<file path="config.mk">
export PLATFORM = sky130hd
export DESIGN_NAME = threshold_pipe
export DESIGN_NICKNAME = d
export VERILOG_FILES = /design/src/rtl/threshold_pipe.sv
export SDC_FILE = /design/constraint.sdc
export NUM_CORES = 1
export LEC_CHECK = 0
export ABC_AREA = 1
export BUFFER_PORTS_ARGS = -buffer_cell sky130_fd_sc_hd__buf_2
export CAP_MARGIN = 5
export CORE_AREA = 5 5 89 91
export DETAILED_ROUTE_END_ITERATION = 10
export DIE_AREA = 0 0 94 96
export MAX_ROUTING_LAYER = met4
export PLACE_DENSITY = 0.85
export REMOVE_ABC_BUFFERS = 1
export SLEW_MARGIN = 20
export SYNTH_ARGS = -nofsm -noshare
export SYNTH_HDL_FRONTEND = slang
export SYNTH_SLANG_ARGS = --single-unit
</file>
<file path="constraint.sdc">
create_clock -name clock -period 3.2 [get_ports clock]
set_clock_uncertainty 0.05 [all_clocks]
set_input_delay 0.64 -clock clock [delete_from_list [all_inputs] [get_ports clock]]
set_output_delay 0.64 -clock clock [all_outputs]
set_load 0.02 [all_outputs]
</file>
<file path="src/rtl/threshold_pipe.sv">
// threshold_pipe: adaptive-threshold engine.
// Raster-scans the image ROM and the local-mean threshold ROM in lock-step,
// one pixel per clock. Each pixel is compared against (threshold - C), and
// the result is shaped by one of four modes and streamed to the result
// memory with a write strobe. Mode and C are captured at start and held
// for the whole frame.
//
// Pipeline (k = start edge, p = raster index):
//   edge k+p   : read address p driven
//   edge k+p+1 : ROM data for p valid; stage-1 tags (valid, col, row) captured
//   edge k+p+2 : result for p registered together with its col/row and wren

module threshold_pipe #(
    parameter int WIDTH_BITS  = 8,
    parameter int HEIGHT_BITS = 8,
    parameter int PIXEL_BITS  = 8,
    parameter int C_BITS      = 6
) (
    input  logic                   clock,
    input  logic                   reset,
    input  logic                   iStart,
    input  logic [1:0]             iMode,
    input  logic [C_BITS-1:0]      iC,
    output logic [WIDTH_BITS-1:0]  oReadCol,
    output logic [HEIGHT_BITS-1:0] oReadRow,
    input  logic [PIXEL_BITS-1:0]  iImageData,
    input  logic [PIXEL_BITS-1:0]  iThresholdData,
    output logic [WIDTH_BITS-1:0]  oResultCol,
    output logic [HEIGHT_BITS-1:0] oResultRow,
    output logic [PIXEL_BITS-1:0]  oResultData,
    output logic                   oResultBit,
    output logic                   oResultWren,
    output logic                   busy,
    output logic                   finished
);

    // Wide enough that thr - C never wraps for any thr / C combination.
    localparam int EFF_BITS = PIXEL_BITS + C_BITS + 1;

    localparam logic [WIDTH_BITS-1:0]  COL_LAST = {WIDTH_BITS{1'b1}};
    localparam logic [HEIGHT_BITS-1:0] ROW_LAST = {HEIGHT_BITS{1'b1}};

    typedef enum logic [1:0] {
        ST_IDLE  = 2'd0,
        ST_RUN   = 2'd1,
        ST_DRAIN = 2'd2,
        ST_DONE  = 2'd3
    } state_t;

    typedef enum logic [1:0] {
        MODE_BINARY   = 2'd0,
        MODE_INVERTED = 2'd1,
        MODE_TOZERO   = 2'd2,
        MODE_TRUNCATE = 2'd3
    } mode_t;

    // ------------------------------------------------------------------
    // Arithmetic helpers
    // ------------------------------------------------------------------

    // Effective threshold: thr zero-extended minus C sign-extended.
    function automatic logic signed [EFF_BITS-1:0] eff_threshold(
        input logic [PIXEL_BITS-1:0] thr,
        input logic [C_BITS-1:0]     c
    );
        logic signed [EFF_BITS-1:0] thr_ext;
        logic signed [EFF_BITS-1:0] c_ext;
        thr_ext = signed'({{(C_BITS + 1){1'b0}}, thr});
        c_ext   = signed'({{(PIXEL_BITS + 1){c[C_BITS-1]}}, c});
        return thr_ext - c_ext;
    endfunction

    // Strict compare of the zero-extended pixel against the effective threshold.
    function automatic logic pixel_passes(
        input logic [PIXEL_BITS-1:0]     pix,
        input logic signed [EFF_BITS-1:0] eff
    );
        logic signed [EFF_BITS-1:0] pix_ext;
        pix_ext = signed'({{(C_BITS + 1){1'b0}}, pix});
        return (pix_ext > eff);
    endfunction

    // Saturate a signed effective threshold into the pixel range.
    function automatic logic [PIXEL_BITS-1:0] clamp_pixel(
        input logic signed [EFF_BITS-1:0] v
    );
        logic signed [EFF_BITS-1:0] max_v;
        logic [PIXEL_BITS-1:0]      res;
        max_v = signed'({{(C_BITS + 1){1'b0}}, {PIXEL_BITS{1'b1}}});
        if (v[EFF_BITS-1]) begin
            res = {PIXEL_BITS{1'b0}};
        end else if (v > max_v) begin
            res = {PIXEL_BITS{1'b1}};
        end else begin
            res = v[PIXEL_BITS-1:0];
        end
        return res;
    endfunction

    // ------------------------------------------------------------------
    // Control: sequencer, address counters, frame configuration
    // ------------------------------------------------------------------

    state_t                   state_q,    state_d;
    logic [WIDTH_BITS-1:0]    col_q,      col_d;
    logic [HEIGHT_BITS-1:0]   row_q,      row_d;
    logic                     drain_q,    drain_d;
    mode_t                    mode_q,     mode_d;
    logic [C_BITS-1:0]        c_q,        c_d;
    logic                     busy_q,     busy_d;
    logic                     finished_q, finished_d;

    // Next-state, scan-address and frame-configuration logic.
    always_comb begin
        state_d = state_q;
        col_d   = col_q;
        row_d   = row_q;
        drain_d = drain_q;
        mode_d  = mode_q;
        c_d     = c_q;
        case (state_q)
            ST_IDLE, ST_DONE: begin
                if (iStart) begin
                    state_d = ST_RUN;
                    col_d   = {WIDTH_BITS{1'b0}};
                    row_d   = {HEIGHT_BITS{1'b0}};
                    mode_d  = mode_t'(iMode);
                    c_d     = iC;
                end else begin
                    state_d = state_q;
                end
            end
            ST_RUN: begin
                // The last address stays on the bus while the pipeline drains.
                if ((col_q == COL_LAST) && (row_q == ROW_LAST)) begin
                    state_d = ST_DRAIN;
                    drain_d = 1'b0;
                end else if (col_q == COL_LAST) begin
                    col_d = {WIDTH_BITS{1'b0}};
                    row_d = row_q + HEIGHT_BITS'(1);
                end else begin
                    col_d = col_q + WIDTH_BITS'(1);
                end
            end
            ST_DRAIN: begin
                // Two cycles: let the last pixel pass both pipeline stages.
                if (drain_q) begin
                    state_d = ST_DONE;
                end else begin
                    drain_d = 1'b1;
                end
            end
            default: begin
                state_d = ST_IDLE;
            end
        endcase

        busy_d     = (state_d == ST_RUN) || (state_d == ST_DRAIN);
        finished_d = (state_d == ST_DONE);
    end

    // Sequencer registers with their registered status outputs.
    always_ff @(posedge clock or posedge reset) begin
        if (reset) begin
            state_q    <= ST_IDLE;
            col_q      <= {WIDTH_BITS{1'b0}};
            row_q      <= {HEIGHT_BITS{1'b0}};
            drain_q    <= 1'b0;
            mode_q     <= MODE_BINARY;
            c_q        <= {C_BITS{1'b0}};
            busy_q     <= 1'b0;
            finished_q <= 1'b0;
        end else begin
            state_q    <= state_d;
            col_q      <= col_d;
            row_q      <= row_d;
            drain_q    <= drain_d;
            mode_q     <= mode_d;
            c_q        <= c_d;
            busy_q     <= busy_d;
            finished_q <= finished_d;
        end
    end

    // ------------------------------------------------------------------
    // Stage 1: tag the address whose ROM data arrives next cycle
    // ------------------------------------------------------------------

    logic                   valid1_q, valid1_d;
    logic [WIDTH_BITS-1:0]  col1_q,   col1_d;
    logic [HEIGHT_BITS-1:0] row1_q,   row1_d;

    // An address is only a real pixel request while scanning.
    always_comb begin
        valid1_d = (state_q == ST_RUN);
        col1_d   = col_q;
        row1_d   = row_q;
    end

    // Stage-1 tag registers, aligned with the ROM read latency.
    always_ff @(posedge clock or posedge reset) begin
        if (reset) begin
            valid1_q <= 1'b0;
            col1_q   <= {WIDTH_BITS{1'b0}};
            row1_q   <= {HEIGHT_BITS{1'b0}};
        end else begin
            valid1_q <= valid1_d;
            col1_q   <= col1_d;
            row1_q   <= row1_d;
        end
    end

    // ------------------------------------------------------------------
    // Stage 2: threshold, mode shaping and result registers
    // ------------------------------------------------------------------

    logic signed [EFF_BITS-1:0] eff_s;
    logic                       pass_s;
    logic [PIXEL_BITS-1:0]      shaped_s;

    logic                   wren_q,    wren_d;
    logic [WIDTH_BITS-1:0]  res_col_q, res_col_d;
    logic [HEIGHT_BITS-1:0] res_row_q, res_row_d;
    logic [PIXEL_BITS-1:0]  data_q,    data_d;
    logic                   bit_q,     bit_d;

    // Compare the pixel with the offset threshold and shape it by mode.
    always_comb begin
        eff_s  = eff_threshold(iThresholdData, c_q);
        pass_s = pixel_passes(iImageData, eff_s);
        case (mode_q)
            MODE_BINARY:   shaped_s = pass_s ? {PIXEL_BITS{1'b1}} : {PIXEL_BITS{1'b0}};
            MODE_INVERTED: shaped_s = pass_s ? {PIXEL_BITS{1'b0}} : {PIXEL_BITS{1'b1}};
            MODE_TOZERO:   shaped_s = pass_s ? iImageData : {PIXEL_BITS{1'b0}};
            MODE_TRUNCATE: shaped_s = pass_s ? clamp_pixel(eff_s) : iImageData;
            default:       shaped_s = {PIXEL_BITS{1'b0}};
        endcase

        wren_d    = valid1_q;
        res_col_d = col1_q;
        res_row_d = row1_q;
        // Data and bit keep the last written value between frames.
        if (valid1_q) begin
            data_d = shaped_s;
            bit_d  = pass_s;
        end else begin
            data_d = data_q;
            bit_d  = bit_q;
        end
    end

    // Result registers driving the result-memory write port.
    always_ff @(posedge clock or posedge reset) begin
        if (reset) begin
            wren_q    <= 1'b0;
            res_col_q <= {WIDTH_BITS{1'b0}};
            res_row_q <= {HEIGHT_BITS{1'b0}};
            data_q    <= {PIXEL_BITS{1'b0}};
            bit_q     <= 1'b0;
        end else begin
            wren_q    <= wren_d;
            res_col_q <= res_col_d;
            res_row_q <= res_row_d;
            data_q    <= data_d;
            bit_q     <= bit_d;
        end
    end

    assign oReadCol    = col_q;
    assign oReadRow    = row_q;
    assign oResultCol  = res_col_q;
    assign oResultRow  = res_row_q;
    assign oResultData = data_q;
    assign oResultBit  = bit_q;
    assign oResultWren = wren_q;
    assign busy        = busy_q;
    assign finished    = finished_q;

endmodule

</file>
# After elaboration in Yosys (flattened, before gate mapping)
# Cells that the tools add are included.
# word_totals
register_bits	72
in_bits	27
out_inout_bits	44
wordCells	67
# classes
add_sub_neg	3
magnitude_cmp	2
eq_ne	15
n_mux	20
n_reduce_logical	11
# op_table
cell	count
$mux 8	11
$pmux 8 s2	2
$pmux 8 s4	1
$add 8x1->8 const B	2
$eq 8x8->1 const B	2
$eq 2x2->1 const B	6
$gt 10x9->1 const B	1
$gt 9x10->1	1
$sub 9x6->10	1
$eq 2x1->1 const B	3
$mux 2	3
$pmux 2 s3	1
$logic_not 2->1	2
$ne 2x1->1 const B	2
$ne 2x2->1 const B	2
$reduce_and 2->1	2
$reduce_and 4->1	1
$reduce_bool 2->1	2
$reduce_and 3->1	1
$pmux 1 s2	1
$reduce_or 2->1	1
$logic_and 1x1->1	1
$logic_or 1x1->1	1
$mux 1	1

# Depth between registers and ports, before layout
# Gate-level depths: netlist (run 1).
# logic_depth
ltp_word	6
depth_mapped	23
mapped_depth_nobuf	23

# Worst setup path before layout (run 1)
# Ideal clock, no wire load.
# synth_timing
kind	input to register
startpoint	in iThresholdData[0]
endpoint	reg data_q[1] (netlist: oResultData[1])
setup_time_ps	113
arrival_time_ps	3037
required_time_ps	3037
slack_ps	0
cell_stages	21
path_buffers	1
cell_sequence	inv_1 > ha_1 > inv_2 > fa_1 > nand3_1 > nand2_1 > nand3_1 > nand3_1 > xor2_1 > inv_1 > ha_1 > nand2_1 > nor3_1 > nand3b_4 > buf_6 > nand4_1 > nand2_1 > inv_1 > nand3_1 > nand2_1 > inv_1
# synth_between
elab_chain_cells	6
word_cells_on_any_way	10
classes_between	1 x add/sub; 2 x order compare; 7 x mux
# synth_rtl
element	line_no	text
from (decl)	27	input logic [PIXEL_BITS-1:0] iThresholdData,
$sub 9x6->10 (*)	70	return thr_ext - c_ext;
$gt 10x9->1	92	end else if (v > max_v) begin
$mux 8	92	
$mux 8	90	if (v[EFF_BITS-1]) begin
$mux 8	235	MODE_TRUNCATE: shaped_s = pass_s ? clamp_pixel(eff_s) : iImageData;
$pmux 8 s4 (*)	231	case (mode_q)
to (signal assigned)	258	data_q <= {PIXEL_BITS{1'b0}};
to (signal assigned)	264	data_q <= data_d;
to (decl)	224	logic [PIXEL_BITS-1:0] data_q, data_d;
# Mark *: on every way between the ends. The rest lies on a longest branch, timed or not.
# A chain may end at the register's enable or synchronous reset.

# Final worst setup path (run 1)
# layout_timing
startpoint	in iThresholdData[0]
endpoint	reg data_q[4] (netlist: oResultData[4])
# The elaborated chain is that of the path after synthesis.

==> reports/qor.yml, run 1 <==
htree_levels: 3
syn_area_um2: 3670
rsz0062_at_grt: "true"
nets: 581
ir_worst_vdd_v: 0.000450
finalHoldViolations: 0
cts_buffers: 9
reg2reg_depth: 24
portBuffers: 70
yosys-top-cells-area: "dfrtp_1 (49%), nand2_1 (9.8%), ha_1 (7.5%), inv_1 (7.2%), nand3_1 (5.4%)"
fin_util_pct: 65.3
drt-wirelength-per-cell_um: 12.7
postRouteAntennaNets: 0
grt_pass1_wl_um: 12900
hold_path.class: "register to register"
slew_viol_final: 0
ys_warn_count: 0
max_cap_viol_count: 0
drive_above_1_share_pct: 29.3
area_delta_synth_final_pct: 25.6
status: "finished, final reports clean"
crit_type: "primary input to register"
dp_slack_ps: -301
endpoint: "oResultData[4]"
cts_tree: "yes"
wl_um: 8070
fin_setup_tns_ps: 0
die-area_um2: 9020
worst_pin_slew_ps: 681
yosysTopAreaCell: "dfrtp_1"
arrival_ps: 3310
slowest_delay_ps: 330
synth_seq_cells: 72
grt_usage_pct: 18.4
synthFlopType: "dfrtp_1"
finalSetupViolCount: 0
total_leakage_power_nw: 2.60
via_count: 3115
layout_commonest_cell: "nand2_1"
yosysSeqAreaShare_pct: 49.0
cts.sinks: 72
die_height_um: 96
die_w_um: 94
ios: 71
layout_common_cells: "nand2_1 (94), dfrtp_1 (72), buf_2 (70)"
r2r_slack_ps: 180
row_count: 31
crit_top_cell: "inv_1"
critical_path.endpoint_type: "register"
syn_inst: 429
critPathRequiredTime_ps: 3430
max_freq_ghz: 0.324
crit_chain: "buf_2 -> inv_1 -> ha_1 -> inv_2 -> fa_2 -> nand3_1 -> nand2_1 -> nand3_1 -> nand3_1 -> xor2_1 -> inv_1 -> ha_4 -> nand2_2 -> inv_1 -> a21oi_2 -> o21ai_4 -> buf_6 -> buf_4 -> nand4_1 -> nand2_1 -> inv_1 -> nand3_1 -> nand2_1 -> inv_1"
grt_max_degree: 40
worst-path-buf-inv: 9
cp_slowest_cell: "fa_2"
relSlewSlack_pct: 54.5
grt_pass1_vias: 2998
synth.distinct_cells: 37
root_buffer: "clkbuf_8"
rr_startpoint: "c_q[0]"
finalNonFillerCells: 635
clk_latency_ps: 340
cts_hold_buf: 0
fin_ws_ps: 116
num-fill-cells: 569
timing.final.crit_share_pct: 96.4
cp.depth: 24
hpwlAfterDp_um: 6020
worstSetupStartpoint: "iThresholdData[0]"
antenna_found_initial: 0
place_congestion: 0.866
synth_edf_count: 0
diodes: 0
fin_crit_ps: 3080
worstSetupStartpointType: "primary input"
routed_via_density: 4.91
dp.cells: 611
hold_ws_ps: 300
critPathTopFamily: "adder cells"
rr_endpoint: "oResultData[4]"
grt_overflow: 0
firstDrtPassIters: 4
avgSynthCellArea_um2: 8.56
async_flop_share_pct: 100
drt_iter0_markers: 153
clk_pin_slew_ps: 80
initial_core_util_pct: 52.0
synth.top_cell.area_share_pct: 49.0
drc: 0
cp_max_fo: 6
power.density_nw_per_um2: 996
core_um2: 7060
cts.path.max_buffers: 2
[cells in the mapped netlist (6+ instances only)]
cell type,instances
a21oi_1,16
dfrtp_1,72
ha_1,22
inv_1,70
inv_2,8
nand2_1,96
nand3_1,40
nand4_1,11
nor2_1,25
nor3_1,6
o21ai_0,11
or2_2,7
xor2_1,6
[worst register-to-register path, stage by stage (launching register included)]
cell	delay, ps
dfrtp_1	390
ha_1	190
inv_2	70
buf_4	120
nand3_1	60
nand3_1	120
xor2_1	230
inv_1	80
ha_1	310
nand2_1	70
inv_2	60
nand2_1	60
nand2_1	70
nand2_1	50
nand2_1	70
a21oi_2	80
o21ai_4	270
buf_6	160
buf_4	100
nand4_1	90
nand2_1	90
inv_1	40
nand3_1	50
nand2_1	50
inv_1	40
[power by group]
| group | switching, W | internal (W) |
|---|---|---|
| clock network | 0.000351 | 0.000368 |
| registers | 0.000126 | 0.00114 |
| logic | 0.00155 | 0.00106 |
[metrics by stage]
step | area [um2] | total power (W)
4_1_cts | 4470 | 0.00434
3_3_place_gp | 4260 | 0.00349
2_1_floorplan | 3630 | 0.00290
6_report | 4610 | 0.00459
5_1_grt | 4610 | 0.00499
3_5_place_dp | 4260 | 0.00361
[cells by family (layout without fill, tap and decap cells)]
group           Yosys count  in the layout  share of synthesized area [%]
compound gates           42             42                           6.78
fa+ha+maj                23             23                           8.04
xor+xnor                  8              8                           1.91
simple gates            198            199                           25.0
flops                    72             72                           49.0
buf+inv                  86            192                           9.23
[sequential cells by signal, indices dropped and copies added, names as in the netlist]
register and flops:
valid1_q 1, oReadCol 8, drain_q 1, res_row_d 8
oReadRow 8, state_q 2, oResultData 8, oResultBit 1
finished 1, busy 1, oResultCol 8, c_q 6
col1_q 8, mode_q 2, oResultWren 1, oResultRow 8
[cell type report]
class / count / area (um2) / share of cell area (%)
Sequential cell: 72 / 1800 / 39.1
Multi-Input combinational cell: 272 / 1620 / 35.1
Timing Repair Buffer: 96 / 566 / 12.3
Inverter: 80 / 300 / 6.51
Clock buffer: 9 / 124 / 2.69
Tap cell: 99 / 124 / 2.69
Clock inverter: 7 / 77.6 / 1.68
[what timing repair did]
action	in CTS	in global routing
setup buffers	0	7
gates resized for setup	0	18
endpoints found under the hold margin	0	0
endpoints found under the setup margin	0	9
[routing by layer]
layer	track usage (%)	wire, um	share of wire, %	vias up
met1	22.8	3540	44	1434
met5	-	0	0	-
met3	2.81	304	3.8	25
met4	6.98	232	2.9	0
li1	-	-	-	1565
met2	30.6	3990	49	91
[worst min path at each step]
stage          cells past startpoint       endpoint  slack (ps)          from
2_1_floorplan                      0  oResultCol[0]         280     col1_q[0]
3_3_place_gp                       0  oResultRow[7]         280  res_row_d[7]
3_5_place_dp                       0  oResultCol[7]         280     col1_q[7]
4_1_cts                            0  oResultCol[7]         300     col1_q[7]
5_1_grt                            0  oResultCol[7]         310     col1_q[7]
6_report                           0  oResultCol[7]         300     col1_q[7]
No activity file was read; power rests on OpenSTA's default activity.
==> run 2: changes to the inputs <==
CELL_PAD_IN_SITES_DETAIL_PLACEMENT = 0   (was default)
CELL_PAD_IN_SITES_GLOBAL_PLACEMENT = 2   (was default)
CORE_AREA = 5 5 112 114   (was 5 5 89 91)
DIE_AREA = 0 0 117 119   (was 0 0 94 96)
PLACE_DENSITY = 0.87   (was 0.85)
==> run 2 against run 1 <==
Register-to-register slack better by 70 ps. Clock-buffer cell count up 1. Clock power up 50%.
==> reports/qor.yml, run 2 (synthesis results as in run 1) <==
grt_usage_pct: 13.2
htree_levels: 3
drc: 0
grt_pass1_vias: 2999
initial_core_util_pct: 32.4
cts_buffers: 9
arrival_ps: 3140
diodes: 0
via_count: 3021
finalHoldViolations: 0
max_freq_ghz: 0.336
relSlewSlack_pct: 39.6
clk_latency_ps: 330
r2r_slack_ps: 250
cts_hold_buf: 0
core_um2: 11300
drive_above_1_share_pct: 28.2
wl_um: 8420
die_w_um: 117
antenna_found_initial: 0
fin_util_pct: 41.9
layout_commonest_cell: "nand2_1"
die_height_um: 119
dp.cells: 657
grt_pass1_wl_um: 14200
fin_crit_ps: 2980
worst_pin_slew_ps: 905
power.density_nw_per_um2: 1020
root_buffer: "clkbuf_16"
critPathRequiredTime_ps: 3360
grt_max_degree: 73
layout_common_cells: "nand2_1 (94), dfrtp_1 (72), buf_2 (71)"
routed_via_density: 4.48
die-area_um2: 13900
clk_pin_slew_ps: 60
postRouteAntennaNets: 0
finalNonFillerCells: 674
area_delta_synth_final_pct: 29.0
row_count: 39
cts.sinks: 72
cp_max_fo: 10
place_area_um2: 4320
critical_path.endpoint_type: "register"
ios: 71
status: "finished, final reports clean"
hpwlAfterDp_um: 6420
cts_resized: 0
worstSetupStartpointType: "primary input"
crit_type: "primary input to register"
finalSetupViolCount: 0
drt-wirelength-per-cell_um: 12.5
multi_input_area_um2: 1600
nets: 576
max_cap_viol_count: 0
timing.final.crit_share_pct: 93.1
portBuffers: 70
ir_worst_vdd_v: 0.000521
cts_tree: "yes"
dp_slack_ps: -199
cts_setup_buffers: 0
cts.path.max_buffers: 2
total_leakage_power_nw: 2.63
drt_iter0_markers: 122
regArea_um2: 1800
fin_area_um2: 4740
num-fill-cells: 1130
hold_path.class: "register to register"
firstDrtPassIters: 6
slew_viol_final: 0
grt_overflow: 0
fin_ws_ps: 222
place_congestion: 0.827
run 2: cell types whose count changed in the layout (fill, tap and decap cells not counted), sizes merged:
cell	before	now
buf	96	92
inv	81	79
bufinv	1	2
clkbuf	9	10
clkinv	4	5
clkinvlp	1	0
nand3b	2	1
run 2: layout make-up:
class | instances | share of cell area (%)
clock buffer | 10 | 5.04
clock inverter | 6 | 1.93
inverter | 80 | 6.34
multi-input combinational | 271 | 33.8
sequential | 72 | 38.0
tap | 143 | 3.78
timing repair buffer | 92 | 11.1
run 2: metal layers:
layer  routed length, um  vias to the layer above  global-route usage (%)
met3                 405                       11                    4.01
met1                3960                     1397                    17.3
met5                   0                        -                       -
met4                 129                        0                    4.16
li1                    -                     1556                       -
met2                3930                       57                    19.7
run 2: critical path: stages:
cell     delay [ps]
buf_2           100
ha_1            320
a21oi_1         190
nand2_1         120
a21oi_2         180
xnor2_2         140
inv_1            60
ha_1            290
nand2_1          90
inv_1            60
nand2_1          50
nand2_1          60
a21oi_2          70
o21ai_4         270
nand2_8         130
nand2_8         100
inv_2            30
nor2_1          170
a21oi_2          80
run 2: metrics by stage:
stage / power [W] / hold slack (ps) / setup TNS, ps
floorplan: 0.00290 / 281 / -318
global placement: 0.00363 / 284 / -1060
detailed placement: 0.00366 / 285 / -1470
CTS: 0.00478 / 294 / 0
global route: 0.00531 / 302 / -132
finish: 0.00485 / 296 / 0
run 2: power by group:
part / leakage, nW / internal (W) / switching [W]
Combinational: 1.53 / 0.000994 / 0.00151
Sequential: 0.944 / 0.00114 / 0.000128
Clock: 0.163 / 0.000707 / 0.000377
Total: 2.63 / 0.00284 / 0.00201
run 2: final timing paths:
kind                                  endpoint  cells past startpoint         startpoint
min in group asynchronous          oReadRow[4]                      3              reset
worst min-delay path             oResultRow[1]                      0       res_row_d[1]
worst max-delay path            oResultData[0]                     19  iThresholdData[4]
max in group asynchronous            mode_q[1]                      3              reset
worst min register to register   oResultRow[1]                      0       res_row_d[1]
worst max register to register  oResultData[0]                     19             c_q[4]
